`src/rtl/booth_mul_seq.sv`:
```
`default_nettype none
// ============================================================================
//  Module   : booth_mul_seq
//  Purpose  : Sequential radix-2 Booth signed multiplier. It borrows an
//             external ripple-carry adder through the add_a/add_b ->
//             add_sum/add_cout port pair, one adder operation per Booth
//             step, and produces a 2*WIDTH signed product with an NZCV
//             flag nibble.
//  Ports    : CLK, RST            clock / synchronous active-high reset
//             start               request, accepted only in IDLE
//             multiplicand        signed M, captured on accepted start
//             multiplier          signed Q, captured on accepted start
//             busy                operation in progress (NEG / ITER)
//             done                one-cycle result-valid pulse
//             product             signed M*Q, held until the next result
//             prod_flags          {N,Z,C,V} of product
//             add_a, add_b        operands driven to the external adder
//             add_sum, add_cout   result returned by the external adder
//  Revision : 1.0  initial release
// ============================================================================
module booth_mul_seq #(
    parameter int WIDTH     = 32,
    parameter int ADDER_LAT = 1
) (
    input  logic                 CLK,
    input  logic                 RST,
    input  logic                 start,
    input  logic [WIDTH-1:0]     multiplicand,
    input  logic [WIDTH-1:0]     multiplier,
    output logic                 busy,
    output logic                 done,
    output logic [2*WIDTH-1:0]   product,
    output logic [3:0]           prod_flags,
    output logic [WIDTH-1:0]     add_a,
    output logic [WIDTH-1:0]     add_b,
    input  logic [WIDTH-1:0]     add_sum,
    input  logic                 add_cout
);

    localparam int c_IW = (WIDTH > 1) ? $clog2(WIDTH) : 1;
    localparam int c_WW = (ADDER_LAT > 0) ? $clog2(ADDER_LAT + 1) : 1;

    localparam logic [c_IW-1:0] c_ITER_LAST = c_IW'(WIDTH - 1);
    localparam logic [c_WW-1:0] c_WAIT_LAST = c_WW'(ADDER_LAT);

    localparam logic [1:0] c_S_IDLE = 2'd0;
    localparam logic [1:0] c_S_NEG  = 2'd1;
    localparam logic [1:0] c_S_ITER = 2'd2;
    localparam logic [1:0] c_S_DONE = 2'd3;

    // ------------------------------------------------------------------
    // State and datapath registers
    // ------------------------------------------------------------------
    logic [1:0]           state_q,   state_d;
    logic [WIDTH-1:0]     a_q,       a_d;
    logic [WIDTH-1:0]     qr_q,      qr_d;
    logic                 q1_q,      q1_d;
    logic [WIDTH-1:0]     mr_q,      mr_d;
    logic [WIDTH-1:0]     negm_q,    negm_d;
    logic [c_IW-1:0]      iter_q,    iter_d;
    logic [c_WW-1:0]      wait_q,    wait_d;
    logic [WIDTH-1:0]     add_a_q,   add_a_d;
    logic [WIDTH-1:0]     add_b_q,   add_b_d;
    logic                 done_q,    done_d;
    logic [2*WIDTH-1:0]   product_q, product_d;
    logic [3:0]           flags_q,   flags_d;

    // ------------------------------------------------------------------
    // Booth step decode
    // ------------------------------------------------------------------
    logic                 w_use_adder;
    logic                 w_sub;
    logic                 w_bsign;
    logic                 w_ext_sign;
    logic                 w_shift;
    logic [2*WIDTH-1:0]   w_prod;

    // Pairs 01 and 10 need the adder; 00 and 11 are shift-only.
    assign w_use_adder = qr_q[0] ^ q1_q;
    assign w_sub       = qr_q[0] & ~q1_q;

    // Sign of the true (WIDTH+1)-bit addend. negM is stored modulo 2^WIDTH,
    // so for M = most-negative value the stored pattern looks negative while
    // -M is actually positive; ~Mr[MSB] gives the right sign except for M=0.
    assign w_bsign = w_sub ? ((mr_q == '0) ? 1'b0 : ~mr_q[WIDTH-1])
                           : mr_q[WIDTH-1];

    // Bit WIDTH of the exact sum A + B, used as the bit shifted into A.
    assign w_ext_sign = a_q[WIDTH-1] ^ w_bsign ^ add_cout;

    assign w_prod = {a_q, qr_q};

    // ------------------------------------------------------------------
    // Process 1: state register
    // ------------------------------------------------------------------
    always_ff @(posedge CLK) begin
        if (RST) begin
            state_q   <= c_S_IDLE;
            a_q       <= '0;
            qr_q      <= '0;
            q1_q      <= 1'b0;
            mr_q      <= '0;
            negm_q    <= '0;
            iter_q    <= '0;
            wait_q    <= '0;
            add_a_q   <= '0;
            add_b_q   <= '0;
            done_q    <= 1'b0;
            product_q <= '0;
            flags_q   <= '0;
        end else begin
            state_q   <= state_d;
            a_q       <= a_d;
            qr_q      <= qr_d;
            q1_q      <= q1_d;
            mr_q      <= mr_d;
            negm_q    <= negm_d;
            iter_q    <= iter_d;
            wait_q    <= wait_d;
            add_a_q   <= add_a_d;
            add_b_q   <= add_b_d;
            done_q    <= done_d;
            product_q <= product_d;
            flags_q   <= flags_d;
        end
    end

    // ------------------------------------------------------------------
    // Process 2: next-state and datapath update
    // ------------------------------------------------------------------
    always_comb begin
        state_d = state_q;
        a_d     = a_q;
        qr_d    = qr_q;
        q1_d    = q1_q;
        mr_d    = mr_q;
        negm_d  = negm_q;
        iter_d  = iter_q;
        wait_d  = wait_q;
        w_shift = 1'b0;

        case (state_q)
            c_S_IDLE: begin
                if (start) begin
                    state_d = c_S_NEG;
                    a_d     = '0;
                    qr_d    = multiplier;
                    q1_d    = 1'b0;
                    mr_d    = multiplicand;
                    iter_d  = '0;
                    wait_d  = '0;
                end
            end

            c_S_NEG: begin
                // The adder computes ~M + 1 = -M.
                if (wait_q == c_WAIT_LAST) begin
                    negm_d  = add_sum;
                    wait_d  = '0;
                    iter_d  = '0;
                    state_d = c_S_ITER;
                end else begin
                    wait_d = wait_q + 1'b1;
                end
            end

            c_S_ITER: begin
                if (w_use_adder) begin
                    if (wait_q == c_WAIT_LAST) begin
                        wait_d  = '0;
                        a_d     = {w_ext_sign, add_sum[WIDTH-1:1]};
                        qr_d    = {add_sum[0], qr_q[WIDTH-1:1]};
                        q1_d    = qr_q[0];
                        w_shift = 1'b1;
                    end else begin
                        wait_d = wait_q + 1'b1;
                    end
                end else begin
                    a_d     = {a_q[WIDTH-1], a_q[WIDTH-1:1]};
                    qr_d    = {a_q[0], qr_q[WIDTH-1:1]};
                    q1_d    = qr_q[0];
                    w_shift = 1'b1;
                end

                if (w_shift) begin
                    if (iter_q == c_ITER_LAST) begin
                        state_d = c_S_DONE;
                    end else begin
                        iter_d = iter_q + 1'b1;
                    end
                end
            end

            c_S_DONE: begin
                state_d = c_S_IDLE;
            end

            default: begin
                state_d = c_S_IDLE;
            end
        endcase
    end

    // ------------------------------------------------------------------
    // Process 3: outputs
    // ------------------------------------------------------------------
    // The adder operands are registered, so they are computed from the
    // upcoming state: they are then valid from the first cycle of each
    // NEG window or adder iteration and stay put for the whole wait.
    always_comb begin
        busy      = (state_q == c_S_NEG) || (state_q == c_S_ITER);
        add_a_d   = add_a_q;
        add_b_d   = add_b_q;
        done_d    = (state_q == c_S_DONE);
        product_d = product_q;
        flags_d   = flags_q;

        case (state_d)
            c_S_NEG: begin
                add_a_d = ~mr_d;
                add_b_d = {{(WIDTH-1){1'b0}}, 1'b1};
            end
            c_S_ITER: begin
                // Shift-only steps leave the operands untouched.
                if (qr_d[0] ^ q1_d) begin
                    add_a_d = a_d;
                    add_b_d = qr_d[0] ? negm_d : mr_d;
                end
            end
            default: begin
                add_a_d = '0;
                add_b_d = '0;
            end
        endcase

        if (state_q == c_S_DONE) begin
            product_d = w_prod;
            flags_d   = {w_prod[2*WIDTH-1], (w_prod == '0), 2'b00};
        end
    end

    assign done       = done_q;
    assign product    = product_q;
    assign prod_flags = flags_q;
    assign add_a      = add_a_q;
    assign add_b      = add_b_q;

endmodule
`default_nettype wire

```
`config.mk`:
```
export PLATFORM = sky130hd
export DESIGN_NAME = booth_mul_seq
export DESIGN_NICKNAME = d
export VERILOG_FILES = /design/src/rtl/booth_mul_seq.sv
export SDC_FILE = /design/constraint.sdc
export NUM_CORES = 1
export LEC_CHECK = 0
export BUFFER_PORTS_ARGS = -buffer_cell sky130_fd_sc_hd__buf_2
export CELL_PAD_IN_SITES_DETAIL_PLACEMENT = 0
export CELL_PAD_IN_SITES_GLOBAL_PLACEMENT = 1
export CORE_MARGIN = 2
export CORE_UTILIZATION = 37
export DETAILED_ROUTE_END_ITERATION = 8
export GPL_ROUTABILITY_DRIVEN = 0
export PLACE_DENSITY_LB_ADDON = 0.1
export SYNTH_ARGS = -nofsm -noshare
export SYNTH_HDL_FRONTEND = slang
export SYNTH_SLANG_ARGS = --single-unit
```
`constraint.sdc`:
```
create_clock -name CLK -period 3 [get_ports CLK]
set_clock_uncertainty 0.05 [all_clocks]
set_input_delay 0.3 -clock CLK [delete_from_list [all_inputs] [get_ports CLK]]
set_output_delay 0.3 -clock CLK [all_outputs]
set_load 0.02 [all_outputs]
```
# Word-level counts from Yosys, hierarchy flattened
# Cells that the tools add are included.
# word_totals
regBits	268
latchBits	0
mem_bits_rw	0
rom_bits	0
inputBits	100
output_inout_bits	134
word_cells	86
n_memories	0
# op_classes
add_sub_neg	2
multipliers	0
div	0
magnitude_cmp	0
eq_ne	13
shift	0
muxes	40
bitwise_logic	8
reduce_logical	9
# op_table
cell	count
$mux W32	13
$pmux W32 S2	4
$logic_not A64 Y1	1
$logic_not A32 Y1	1
$not A32 Y32	1
$mux W5	4
$pmux W5 S3	1
$mux W1	11
$ne A2 B2 Y1 const B	5
$mux W2	4
$pmux W2 S4	1
$eq A2 B2 Y1 const B	3
$reduce_and A3 Y1	2
$add A5 B1 Y5 const B	1
$eq A5 B5 Y1 const B	1
$reduce_and A5 Y1	1
$eq A2 B1 Y1 const B	2
$xor A1 B1 Y1	4
$ne A3 B3 Y1 const B	1
$pmux W1 S3	1
$reduce_bool A3 Y1	1
$logic_not A2 Y1	1
$ne A2 B1 Y1 const B	1
$not A1 Y1	2
other kinds (5)	5

# Logic depth before layout (Yosys ltp)
# depth
depth_word	10
depth_mapped	16
ltp_nobuf	12

# Worst setup path after synthesis
# Ideal clock, no wire load.
# synth_path
path_kind	flip-flop to flip-flop
start	reg state_q[0]
end	reg add_b_q[31], in the netlist add_b[31]
setup_time_ps	128
arrival_time_ps	2873
required_time_ps	2822
slack_ps	-50
stages_incl_launch_ff	15
n_path_buf	3
period_less_slack_ps	3050
path_cell_list	dfxtp_1 inv_1 ha_1 clkbuf_1 a21oi_1 o21ai_0 o22ai_1 ha_1 inv_1 or4_1 buf_2 and4_4 buf_6 a32oi_1 nor2_1
# synth_via
elab_chain_cells	5
# synth_lines
element	line	source
from (decl)	54	logic [1:0] state_q, state_d;
from (signal assigned)	98	state_q <= c_S_IDLE;
from (signal assigned)	112	state_q <= state_d;
$mux W2, or another cell as far along	186	if (iter_q == c_ITER_LAST) begin
$mux W2, or another cell as far along	185	if (w_shift) begin
$pmux W2 S4 or $mux W32 (tied branches)	142, 227	
$eq A2 B2 Y1, or another cell as far along	218	case (state_d)
$pmux W32 S2 or $ne A2 B2 Y1 (tied branches)	n/a	
to (signal assigned)	107	add_b_q <= '0;
to (signal assigned)	121	add_b_q <= add_b_d;
to (decl)	63	logic [WIDTH-1:0] add_b_q, add_b_d;
# Parallel ways exist; a longest one is shown, timed or not. The select of a mux whose other input is x is not followed.
# A chain may end at the register's enable or synchronous reset.

# Worst setup path after layout
# layout_path
start	reg state_q[0]
end	reg add_b_q[20], in the netlist add_b[20]
# layout_lines
element	line	source
$eq A2 B2 Y1, or another cell as far along	142	case (state_q)
$pmux W2 S4 (*)	142	
via state_d[1]	54	
$eq A2 B2 Y1 or $eq A2 B1 Y1 (tied branches)	218	
$pmux W32 S2 or $ne A2 B2 Y1 (tied branches)	n/a	
# Mark *: on every way through the listed nets, which the timed path passes. The rest lies on a longest branch. The select of a mux whose other input is x is not followed.

==> run_results.csv <==
group,metric,value,unit
critical_path,r2r-start,"state_q[0]$_SDFF_PP0_",
final_layout,fin_area,14450,um^2
final_layout,area_growth,32.89,%
floorplanning,fp-row-count,62,
sta,setup_viol,0,
sta,slew_headroom,31.09,%
critical_path,setup.worst_path.start_class,"flop",
sta,setup_ws,0.07808,ns
sta,slew_viol_final,0,
sta,min_period,2.922,ns
cts,cts_tree,"done",
routing,via_per_inst,5.259,
yosys,ys_seq_area_share,49.16,%
routing,dr_total_vias,10060,
yosys,synth_seq_cells,267,
global_route,groute.usage.overall,22.56,%
sta,worstMarginPinSlew,1.034,ns
yosys,synth_top_area_share,49.16,%
job,drv_cap,0,
min_path,min_from,"multiplicand[11]",
sta,fin_crit_sh,97.40,%
placed_design,dp_slack,0.04633,ns
yosys,synth-edff-count,0,
placed_design,place_inst,1785,
global_route,grt_first_pass_wirelength,54910,um
pwr,p_leak,0.006328,uW
cts,root_buffer,"clkbuf_16",
pwr,vdd_drop_max,380.1,uV
placed_design,post_dp_cell_area,12620,um^2
floorplanning,die-area,30770,um^2
cts,cts_buffers,30,
cts,clkLatencyLatePin,0.56,ns
routing,drcViolationCount,0,
global_route,grt_pass1_vias,9712,
routing,drtIter0Drc,915,
floorplanning,start_util,37.68,%
global_route,grt-ovfl-total,0,
placed_design,hpwl,25530,um
sta,whs,0.01239,ns
routing,wl_per_cell,18.95,um
critical_path,crit_path_end_kind,"flop",
yosys,ys_warn_count,0,
final_layout,final_util,50.07,%
cts,cts.clk_slew.worst_paths,0.06,ns
critical_path,cp_max_fo,15,
cts,clkSinkCount,267,
run_status,status,"complete, no violations",
final_layout,final_cell_mix,"dfxtp_1, buf_2, nor2_1",
final_layout,fin_cells,1913,
yosys,synthTopCellsByArea,"dfxtp_1, mux2i_1, nor2_1",
yosys,syn_inst,1212,
yosys,yosys.area.top_type,"dfxtp_1",
placed_design,portBuffers,231,
yosys,syn-mean-instance-area,8.971,um^2
yosys,synthesis.area,10870,um^2
min_path,hold_path_class,"in -> reg",
sta,timing.fmax,342.2,MHz
cts,clockBufferDepth,3,
global_route,grt_start_max_net_pins,143,
pwr,power.density,625.6,nW/um^2
floorplanning,boundaryPins,234,
floorplanning,core,28860,um^2
routing,totalWireLength,36250,um
critical_path,crit_type,"reg -> reg",
critical_path,crit_start,"state_q[0]$_SDFF_PP0_",
final_layout,layout_commonest_cell,"dfxtp_1",
critical_path,cp.arrival,3.37,ns
yosys,synthFlopType,"dfxtp_1",
routing,antenna_left,0,
cts,htree_levels,1,
yosys,synthDistinctLibCells,52,
floorplanning,fp.dieW,175.4,um
final_layout,nNetsFinal,1617,
global_route,antenna_found_initial,2,
critical_path,required,3.45,ns
yosys,synthArstFlopShare,0,%
sta,hold_viol,0,
final_layout,drive_gt1_share,24.28,%
routing,dr.pass1.iters,8,
floorplanning,die_h,175.4,um
[cells in the mapped netlist (30+ instances only)]
| cell | n |
|---|---|
| a222oi_1 | 30 |
| a221oi_1 | 31 |
| nand2_1 | 138 |
| a21oi_1 | 42 |
| nor3_1 | 33 |
| nand4_1 | 37 |
| nor2_1 | 231 |
| mux2i_1 | 132 |
| clkbuf_1 | 76 |
| a32oi_1 | 30 |
| o21ai_0 | 35 |
| dfxtp_1 | 267 |
[critical path, cell delays in order, from the launching register on]
cell and delay [ns]:
dfxtp_1 0.42, inv_1 0.11, ha_1 0.31, nor2_1 0.13, a21oi_1 0.05, o21ai_1 0.21
inv_1 0.08, ha_2 0.19, buf_4 0.16, o211ai_1 0.30, buf_4 0.23, and4_4 0.38
a32oi_1 0.14, nor2_1 0.10
[final timing paths]
check                                         endpoint  slack, ns  depth (start not counted)
worst max-delay path            add_b[20]$_SDFFE_PP0P_       0.08                         13
worst min-delay path               mr_q[11]$_SDFF_PP0_       0.01                          3
worst max register to register  add_b[20]$_SDFFE_PP0P_       0.08                         13
worst min register to register  add_a[18]$_SDFFE_PP0P_       0.40                          2
[metrics by stage]
| stage | TNS (ns) | power [uW] |
|---|---|---|
| 2_1_floorplan | 0 | 4711 |
| 3_3_place_gp | 0 | 5181 |
| 3_5_place_dp | 0 | 5186 |
| 4_1_cts | 0 | 9107 |
| 5_1_grt | -0.3478 | 9419 |
| 6_report | 0 | 9039 |
[flip-flops by register name, indices dropped and copies added (netlist names)]
register / count
qr_q: 32
product: 64
done: 1
a_q: 32
state_q: 2
iter_q: 5
prod_flags: 1
negm_q: 32
add_a: 32
mr_q: 32
wait_q: 1
add_b: 32
q1_q: 1
[cell type report]
cell class / instances / area (um^2)
multi-input combinational: 829 / 5094
inverter: 10 / 37.54
fill: 2886 / 14410
clock inverter: 13 / 181.4
tap: 384 / 480.5
timing repair buffer: 370 / 2454
sequential: 267 / 5345
clock buffer: 39 / 854.6
antenna: 1 / 2.502
[cells by family (layout without fill, tap and decap cells)]
| logic type | count (synthesis) | after routing | share of synthesized area, % |
|---|---|---|---|
| AOI/OAI and AO/OA | 187 | 187 | 12.72 |
| xor gates and xnor gates | 3 | 3 | 0.2417 |
| adders and majority gates | 9 | 9 | 1.036 |
| buffers and inverters | 118 | 432 | 4.764 |
| DFF | 267 | 267 | 49.16 |
| muxes | 134 | 134 | 12.36 |
| other | 1 | 3 | 0.03449 |
| and+or+nand+nor | 493 | 494 | 19.69 |
[metal layers]
| layer | global-route usage, % | part of all wire, % | up-vias |
|---|---|---|---|
| met5 | 0 | 0 | - |
| met4 | 4.890 | 1.8 | 0 |
| met3 | 3.203 | 4.9 | 44 |
| met2 | 39.50 | 50 | 266 |
| met1 | 29.55 | 44 | 4840 |
| li1 | - | - | 4910 |
[where the power goes]
group | leakage [uW] | internal [uW] | switching [uW] | total, uW
logic | 0.00365 | 540 | 831 | 1370
clock network | 0.000510 | 2330 | 1510 | 3840
registers | 0.00217 | 3710 | 116 | 3820
[what timing repair did]
| action | in CTS | in global routing |
|---|---|---|
| buffers inserted | 0 | 4 |
| endpoints found under the setup margin | 0 | 64 |
| hold endpoints to repair | 72 | 0 |
| gates resized for setup | 0 | 12 |
| hold buffers | 70 | 0 |
No activity file was read; power rests on OpenSTA's default activity.
